## src/rtl/ldm_stm_sequencer.sv

```systemverilog
// Block-transfer sequencer for LDM/STM: walks reg_list in ascending order,
// issuing one memory request per set bit and writing loads back one cycle later.
module ldm_stm_sequencer #(
    parameter int unsigned NREGS     = 15,
    parameter int unsigned ADDR_STEP = 4
) (
    input  logic             i_clk,
    input  logic             i_reset,
    input  logic             i_start,
    input  logic             i_is_load,
    input  logic [31:0]      i_base_addr,
    input  logic [NREGS-1:0] i_reg_list,
    output logic             o_busy,
    output logic             o_done,
    output logic [31:0]      o_end_addr,
    output logic             o_mem_req,
    output logic             o_mem_we,
    output logic [31:0]      o_mem_addr,
    output logic [31:0]      o_mem_wdata,
    input  logic             i_mem_ack,
    input  logic [31:0]      i_mem_rdata,
    output logic [3:0]       o_rf_src,
    input  logic [31:0]      i_rf_data,
    output logic             o_wb_en,
    output logic [3:0]       o_wb_dest,
    output logic [31:0]      o_wb_result
);

    typedef enum logic [1:0] {
        S_IDLE = 2'd0,
        S_REQ  = 2'd1,
        S_DONE = 2'd2
    } state_t;

    localparam logic [NREGS-1:0] LIST_ONE = NREGS'(1);
    localparam logic [31:0]      STEP     = 32'(ADDR_STEP);

    state_t           r_state;
    logic [NREGS-1:0] r_list;
    logic             r_is_load;
    logic             r_busy;
    logic             r_done;
    logic [31:0]      r_end_addr;
    logic             r_mem_req;
    logic             r_mem_we;
    logic [31:0]      r_mem_addr;
    logic [3:0]       r_rf_src;
    logic             r_wb_en;
    logic [3:0]       r_wb_dest;
    logic [31:0]      r_wb_result;

    logic [NREGS-1:0] w_next_list;
    logic [31:0]      w_end_addr;

    // Index of the lowest set bit (0 when empty).
    function automatic logic [3:0] f_lowest(input logic [NREGS-1:0] v);
        logic [3:0] idx;
        idx = '0;
        for (int k = int'(NREGS) - 1; k >= 0; k--) begin
            if (v[k]) idx = 4'(k);
        end
        return idx;
    endfunction

    // Number of set bits.
    function automatic logic [31:0] f_popcount(input logic [NREGS-1:0] v);
        logic [31:0] n;
        n = '0;
        for (int k = 0; k < int'(NREGS); k++) begin
            n = n + 32'(v[k]);
        end
        return n;
    endfunction

    // Remaining list after retiring the current (lowest) bit, and final address.
    assign w_next_list = r_list & (r_list - LIST_ONE);
    assign w_end_addr  = i_base_addr + STEP * f_popcount(i_reg_list);

    // Sequencer FSM; all outputs except store data are registered here.
    always_ff @(posedge i_clk or posedge i_reset) begin
        if (i_reset) begin
            r_state     <= S_IDLE;
            r_list      <= '0;
            r_is_load   <= 1'b0;
            r_busy      <= 1'b0;
            r_done      <= 1'b0;
            r_end_addr  <= '0;
            r_mem_req   <= 1'b0;
            r_mem_we    <= 1'b0;
            r_mem_addr  <= '0;
            r_rf_src    <= '0;
            r_wb_en     <= 1'b0;
            r_wb_dest   <= '0;
            r_wb_result <= '0;
        end else begin
            r_wb_en <= 1'b0;
            case (r_state)
                S_IDLE: begin
                    r_done <= 1'b0;
                    if (i_start) begin
                        r_is_load  <= i_is_load;
                        r_list     <= i_reg_list;
                        r_end_addr <= w_end_addr;
                        r_busy     <= 1'b1;
                        r_mem_addr <= i_base_addr;
                        r_rf_src   <= f_lowest(i_reg_list);
                        if (i_reg_list == '0) begin
                            r_state <= S_DONE;
                            r_done  <= 1'b1;
                        end else begin
                            r_state   <= S_REQ;
                            r_mem_req <= 1'b1;
                            r_mem_we  <= ~i_is_load;
                        end
                    end
                end
                S_REQ: begin
                    if (i_mem_ack) begin
                        if (r_is_load) begin
                            r_wb_en     <= 1'b1;
                            r_wb_dest   <= r_rf_src;
                            r_wb_result <= i_mem_rdata;
                        end
                        r_list <= w_next_list;
                        if (w_next_list != '0) begin
                            r_mem_addr <= r_mem_addr + STEP;
                            r_rf_src   <= f_lowest(w_next_list);
                        end else begin
                            r_state   <= S_DONE;
                            r_mem_req <= 1'b0;
                            r_mem_we  <= 1'b0;
                            r_done    <= 1'b1;
                        end
                    end
                end
                S_DONE: begin
                    r_state <= S_IDLE;
                    r_done  <= 1'b0;
                    r_busy  <= 1'b0;
                end
                default: begin
                    r_state   <= S_IDLE;
                    r_done    <= 1'b0;
                    r_busy    <= 1'b0;
                    r_mem_req <= 1'b0;
                end
            endcase
        end
    end

    // Store data follows the register file directly while an STM request is up.
    assign o_mem_wdata = (r_state == S_REQ && !r_is_load) ? i_rf_data : '0;

    assign o_busy      = r_busy;
    assign o_done      = r_done;
    assign o_end_addr  = r_end_addr;
    assign o_mem_req   = r_mem_req;
    assign o_mem_we    = r_mem_we;
    assign o_mem_addr  = r_mem_addr;
    assign o_rf_src    = r_rf_src;
    assign o_wb_en     = r_wb_en;
    assign o_wb_dest   = r_wb_dest;
    assign o_wb_result = r_wb_result;

endmodule

```

## config.mk

```make
export PLATFORM = sky130hd
export DESIGN_NAME = ldm_stm_sequencer
export DESIGN_NICKNAME = d
export VERILOG_FILES = /design/src/rtl/ldm_stm_sequencer.sv
export SDC_FILE = /design/constraint.sdc
export NUM_CORES = 1
export LEC_CHECK = 0
export ABC_AREA = 1
export BUFFER_PORTS_ARGS = -buffer_cell sky130_fd_sc_hd__clkbuf_2
export CAP_MARGIN = 10
export CORE_MARGIN = 3
export CORE_UTILIZATION = 46
export DETAILED_ROUTE_END_ITERATION = 6
export PLACE_DENSITY = 0.79
export SLEW_MARGIN = 10
export SYNTH_ARGS = -nofsm -noshare
export SYNTH_HDL_FRONTEND = slang
export SYNTH_SLANG_ARGS = --single-unit
```

## constraint.sdc

```tcl
create_clock -name i_clk -period 4.5 [get_ports i_clk]
set_input_delay 1.125 -clock i_clk [delete_from_list [all_inputs] [get_ports i_clk]]
set_output_delay 1.125 -clock i_clk [all_outputs]
set_load 0.05 [all_outputs]
```

==> flow_metrics.tcl, run 1 <==
set metrics [dict create \
    route.detailed.drc 0 \
    cap_violations 0 \
    synth_top_area_cell "dfrtp_1" \
    synth.top_cell.area_share_pct 41.47 \
    grt_pass1_vias 7616 \
    clock-sinks 127 \
    wirelength_um 25230 \
    cp_slowest_stage_delay_ps 560 \
    crit_path_start_kind "primary input" \
    syn_to_final_growth_pct 37.16 \
    die_w_um 135.1 \
    fmax_mhz 181.9 \
    min_path_cells 2 \
    path_buf_inv 11 \
    synth_area_um2 7664 \
    synth.area.top_cells "dfrtp_1, nand2_1, inv_1" \
    core_um2 16120 \
    cts_max_level 4 \
    fin_util_pct 65.23 \
    p_leak_nw 5.549 \
    cp.arrival_ps 5800 \
    synth-seq-cells 127 \
    seqCellArea_um2 3178 \
    violations "negative setup slack" \
    via_per_inst 5.222 \
    synth-edff-count 0 \
    place_ws_ps -1622 \
    synth_nets 1170 \
    rows 46 \
    layout.nets 1477 \
    post-dp-hpwl_um 18120 \
    crit_type "primary input to register" \
    hp-class "register to register" \
    power.total_mw 5.282 \
    fin_setup_tns_ps -23180 \
    async_flop_share_pct 100.0 \
    gp_congestion 0.9228 \
    cts_tree "yes" \
    start_util_pct 47.55 \
    max_slew_margin_pct 35.79 \
    drive_gt1_share_pct 33.14 \
    grt_max_degree 73 \
    port_buffers 256 \
    numCtsBuffers 17 \
    clkTransAtPathRegs_ps 60 \
    ys_warn_count 0 \
    fillers 1339 \
    diodes 0 \
    path_delay_family "adder cells" \
    slowest_stage "fa_1" \
    max-clock-path-buffers 2 \
    period_minus_slack_ps 5496 \
    multiInputGateArea_um2 4090 \
    rsz0062_at_grt "yes" \
    cp_max_fo 3 \
    drt_iter0_drc 564 \
    cp-end-kind "register" \
    fin_worst_skew_ps 9.675 \
    vias 8203 \
    dieArea_um2 18250 \
    clkLatencyLatePin_ps 420 \
    ys_types 50 \
    avgSynthCellArea_um2 7.404 \
    status "finished with violations" \
    crit_top_cell "buf_4" \
    ir_drop_v 0.0004172 \
    post_drt_wl_per_cell_um 16.06 \
    cp_num_cells 23 \
    layout_commonest_cell "nand2_1" \
    hold_violations 0 \
    cts_root_buf "clkbuf_16" \
    first_pass_iters 7 \
    grt_pass1_wl_um 38370 \
    mostFrequentLayoutCells "nand2_1, clkbuf_2, dfrtp_1" \
    ant_nets 0 \
    r2r_cells 11 \
    worstMarginPinSlew_ps 957.2 \
    gr-usage-all-layers_pct 26.50 \
    period_share_pct 122.1 \
    powerDensity_nw_per_um2 502.5 \
    io_pins 257 \
    required_ps 4800 \
    setup_violations 29 \
    chipHeight_um 135.1 \
    fin_hold_ws_ps 468.7 \
    path_cells "buf_12, inv_12, fa_1, fa_1, fa_1, fa_1, fa_2, fa_2, xnor2_1, ha_1, buf_4, buf_6, a21oi_2, nand2_2, buf_4, buf_4, buf_4, buf_4, buf_4, buf_4, buf_4, nor2_2, o21ai_1" \
    antenna_found_initial 0 \
    ys.flop_type "dfrtp_1" \
    grt_overflow_total 0 \
    final_critical_path_setup_slack_ps -996.4 \
    ys_seq_area_share_pct 41.47 \
    drv_slew 0 \
    syn_inst 1035 \
]
==> Yosys cell counts, types with 6 or more instances <==
cell and count:
nand3_1 38, clkbuf_1 23, nand4_1 12, nor3_1 15, nor2_2 9, o22ai_1 6
nor2_1 120, o21ai_2 8, inv_1 120, xor2_1 27, nor4_1 13, nand2_1 325
xnor2_1 13, o21ai_1 25, a21oi_1 14, a31oi_1 9, fa_1 11, dfrtp_1 127
o21ai_0 54, ha_1 8
==> logic make-up (layout without fill, tap and decap cells) <==
family | count (synthesis) | count (layout) | share of synthesized area (%)
xor+xnor | 40 | 40 | 4.571
simple gates | 543 | 543 | 29.27
mux | 1 | 1 | 0.1469
flops | 127 | 127 | 41.47
buf+inv | 163 | 483 | 8.571
compound gates | 142 | 142 | 11.79
fa+ha+maj | 19 | 19 | 4.180
==> per-stage QoR <==
stage	cell area [um^2]	instances
6_report	10510	1571
5_1_grt	10510	1571
3_5_place_dp	9430	1510
4_1_cts	10290	1558
2_1_floorplan	7752	1035
3_3_place_gp	9430	1510
==> registers in the layout, summed over array words and instances (netlist names), 2 cells and up <==
register     flops
o_end_addr      32
o_wb_dest        4
o_mem_addr      32
o_wb_result     32
o_rf_src         4
r_list          15
r_state          2
==> worst register-to-register path: cells and delay by family, from the launching register on <==
family / cells / cell delay (ps)
compound gates: 4 / 740
buf+inv: 5 / 1430
flops: 1 / 420
simple gates: 2 / 300
==> layer usage <==
layer | GRT usage (%) | up-vias | share of wire, %
met2 | 46.53 | 394 | 50
met5 | 0 | - | 0
met1 | 31.60 | 3847 | 38
met3 | 6.818 | 61 | 8.4
met4 | 9.295 | 0 | 3.2
li1 | - | 3901 | -
==> path summary, 6_finish.rpt <==
check                                           from                          end  slack, ps
max                                    i_reg_list[5]    o_end_addr[5]$_DFFE_PP0P_      -1000
min                        o_end_addr[0]$_DFFE_PP0P_    o_end_addr[0]$_DFFE_PP0P_        470
max reg2reg                   r_state[1]$_DFFE_PP0P_   o_mem_addr[30]$_DFFE_PP0P_       1560
min reg2reg                o_end_addr[0]$_DFFE_PP0P_    o_end_addr[0]$_DFFE_PP0P_        470
max in group asynchronous                    i_reset        r_list[7]$_DFFE_PP0P_       2860
min in group asynchronous                    i_reset  o_wb_result[18]$_DFFE_PP0P_        920
==> power by group <==
part / leakage (nW) / switching, mW / internal [mW]
logic: 3.68 / 1.54 / 0.838
registers: 1.59 / 0.192 / 1.34
clock network: 0.280 / 0.551 / 0.826
total: 5.55 / 2.28 / 3.00
==> cell type report <==
class / instances / share of cell area, %
multi-input combinational: 745 / 38.91
sequential: 127 / 30.23
timing repair buffer: 325 / 17.95
inverter: 126 / 4.702
clock buffer: 18 / 4.083
tap: 216 / 2.571
clock inverter: 14 / 1.547
==> what timing repair did <==
| action | 4_1_cts | 5_1_grt |
|---|---|---|
| setup endpoints to repair | 29 | 29 |
| buffers inserted | 18 | 14 |
| hold buffers | 0 | 0 |
| hold endpoints to repair | 0 | 0 |
| pin swaps | 39 | 24 |
| gates resized for setup | 36 | 32 |
Note: power is estimated with default switching activity, not from simulation.
==> run 2, diff against run 1 <==
--- a/config.mk
+++ b/config.mk
@@ -6,7 +6,7 @@
 export NUM_CORES = 1
 export LEC_CHECK = 0
 export ABC_AREA = 1
-export BUFFER_PORTS_ARGS = -buffer_cell sky130_fd_sc_hd__clkbuf_2
+export BUFFER_PORTS_ARGS = -buffer_cell sky130_fd_sc_hd__buf_2
 export CAP_MARGIN = 10
 export CORE_MARGIN = 3
 export CORE_UTILIZATION = 46
==> run 2 against run 1 <==
The run still ends with negative setup slack left. Critical path depth did not move. Via count shrank 0.63%. Die area unchanged. Highest routed layer is now met5. Largest cell class unchanged. Critical path type unchanged.
==> flow_metrics.tcl, run 2 (synthesized netlist as in run 1, its figures left out) <==
set metrics [dict create \
    start_util_pct 47.55 \
    slowest_stage "fa_1" \
    netSwitchingFraction_pct 43.34 \
    cp_max_fo 5 \
    setup_violations 28 \
    grt_pass1_wl_um 38760 \
    syn_to_final_growth_pct 36.36 \
    powerDensity_nw_per_um2 510.8 \
    switchingPower_mw 2.313 \
    via_per_inst 5.208 \
    drive_gt1_share_pct 32.79 \
    gr-usage-all-layers_pct 26.81 \
    rsz0062_at_grt "yes" \
    cp_num_cells 23 \
    cp_slowest_stage_delay_ps 540 \
    post_drt_wl_per_cell_um 16.28 \
    cap_violations 0 \
    reg2reg_to "o_mem_addr[30]$_DFFE_PP0P_" \
    max-clock-path-buffers 2 \
    r2r_cells 11 \
    grt_max_degree 59 \
    path_buf_inv 4 \
    fillers 1330 \
    antenna_found_initial 2 \
    fin_worst_skew_ps 8.206 \
    seqPwrFrac_pct 28.6 \
    ff2ff_setup_slack_ps 1600 \
    max_slew_margin_pct 37.01 \
    layout.nets 1470 \
    clkPwrFrac_pct 26.0 \
    crit_path_start_kind "primary input" \
    post-dp-hpwl_um 18360 \
    rows 46 \
    period_minus_slack_ps 5477 \
    status "finished with violations" \
    core_um2 16120 \
    hold_violations 0 \
    violations "negative setup slack" \
    clock-sinks 127 \
    worstMarginPinSlew_ps 939.0 \
    min_path_cells 2 \
    place_ws_ps -1669 \
    r2r-start "r_state[1]$_DFFE_PP0P_" \
    ir_drop_v 0.0004126 \
    ant_nets 0 \
    numCtsBuffers 17 \
    port_buffers 256 \
    clkLatencyLatePin_ps 420 \
    p_leak_nw 5.507 \
    dieArea_um2 18250 \
    grt_pass1_vias 7590 \
    gp_congestion 0.9467 \
    cp-endpoint "o_end_addr[29]$_DFFE_PP0P_" \
    grt_overflow_total 0 \
    cp-end-kind "register" \
    route.detailed.drc 0 \
    seqCellArea_um2 3178 \
    p_int_mw 3.024 \
    chipHeight_um 135.1 \
    cts_root_buf "clkbuf_16" \
    clkTransAtPathRegs_ps 60 \
    layout_commonest_cell "nand2_1" \
    multiInputGateArea_um2 4101 \
    hp-class "register to register" \
    crit_type "primary input to register" \
    final_critical_path_setup_slack_ps -977.2 \
    period_share_pct 121.7 \
    cts_max_level 4 \
    combPwrFrac_pct 45.4 \
    cp.arrival_ps 5790 \
    fmax_mhz 182.6 \
    power.total_mw 5.337 \
    cts_tree "yes" \
    drv_slew 0 \
    die_w_um 135.1 \
    vias 8151 \
    required_ps 4810 \
    drt_iter0_drc 605 \
    first_pass_iters 5 \
    io_pins 257 \
    mostFrequentLayoutCells "nand2_1, buf_2, dfrtp_1" \
    path_cells "buf_2, inv_2, fa_1, fa_1, fa_1, fa_1, fa_2, fa_2, xnor2_2, ha_4, buf_6, nand3_4, nand2_2, nand2_2, a21boi_4, nand2_2, inv_2, nand3_4, nor3_2, nand2_1, xor2_1, nand2_1, nand2_1" \
    crit_top_cell "fa_1" \
    path_delay_family "adder cells" \
    cp-startpoint "i_reg_list[7]" \
    wirelength_um 25480 \
    fin_hold_ws_ps 466.3 \
]
-- run 2: cell types whose count changed in the layout (fill, tap and decap cells not counted), moves of 2 or more --
| cell | delta |
|---|---|
| clkbuf_2 | -252 |
| buf_2 | +250 |
| buf_6 | -5 |
| inv_6 | +4 |
| clkinv_4 | -3 |
| inv_8 | -2 |
| nand3_2 | -2 |
| nand3_4 | +2 |
-- run 2: how the worst min path moves through the flow --
stage | from | end | slack (ps)
after floorplan | r_is_load$_DFFE_PP0P_ | r_is_load$_DFFE_PP0P_ | 470
after global placement | o_end_addr[0]$_DFFE_PP0P_ | o_end_addr[0]$_DFFE_PP0P_ | 450
after detailed placement | o_end_addr[0]$_DFFE_PP0P_ | o_end_addr[0]$_DFFE_PP0P_ | 450
after CTS | o_end_addr[0]$_DFFE_PP0P_ | o_end_addr[0]$_DFFE_PP0P_ | 470
after global routing | o_wb_result[26]$_DFFE_PP0P_ | o_wb_result[26]$_DFFE_PP0P_ | 500
final | o_end_addr[0]$_DFFE_PP0P_ | o_end_addr[0]$_DFFE_PP0P_ | 470
-- run 2: final cells by class --
cell class                 instances  share of cell area [%]
clock buffer                      18                   4.203
timing repair buffer             318                   17.30
clock inverter                    14                   1.497
antenna                            1                 0.02395
inverter                         126                   4.729
multi-input combinational        745                   39.25
tap                              216                   2.586
sequential                       127                   30.41
-- run 2: power groups by stage --
stage | clock network, mW | logic [mW] | registers, mW
finish | 1.39 | 2.42 | 1.52
global route | 1.46 | 2.60 | 1.55
CTS | 1.41 | 2.26 | 1.52
detailed placement | 0 | 2.07 | 1.54
global placement | 0 | 2.02 | 1.53
floorplan | 0 | 0.848 | 2.10
-- run 2: routing by layer --
metal | track usage, % | vias up | share of wire, %
li1 | - | 3882 | -
met1 | 31.91 | 3822 | 38
met2 | 46.66 | 385 | 50
met3 | 6.967 | 60 | 8.4
met4 | 10.19 | 2 | 3.3
met5 | 0 | - | 0.063
-- run 2: metrics by stage --
step / cell area [um^2] / TNS, ps / util (%) / instances
after detailed placement: 9453 / -39370 / 58.66 / 1513
after floorplan: 7752 / -23090 / - / 1035
after CTS: 10310 / -20100 / 64.00 / 1559
after global routing: 10450 / -25350 / 64.84 / 1565
final: 10450 / -21600 / 64.84 / 1565
after global placement: 9453 / -36120 / 58.66 / 1513
-- run 2: tightest hold or removal path: cells and delay by family (launching register included) --
family        cells  cell delay (ps)
simple gates      2              100
flops             1              330
-- run 2: timing repair --
action	CTS	global route
resized for setup	39	18
hold buffers	0	0
pin swaps	35	9
buffers inserted	15	6
setup endpoints to repair	29	29
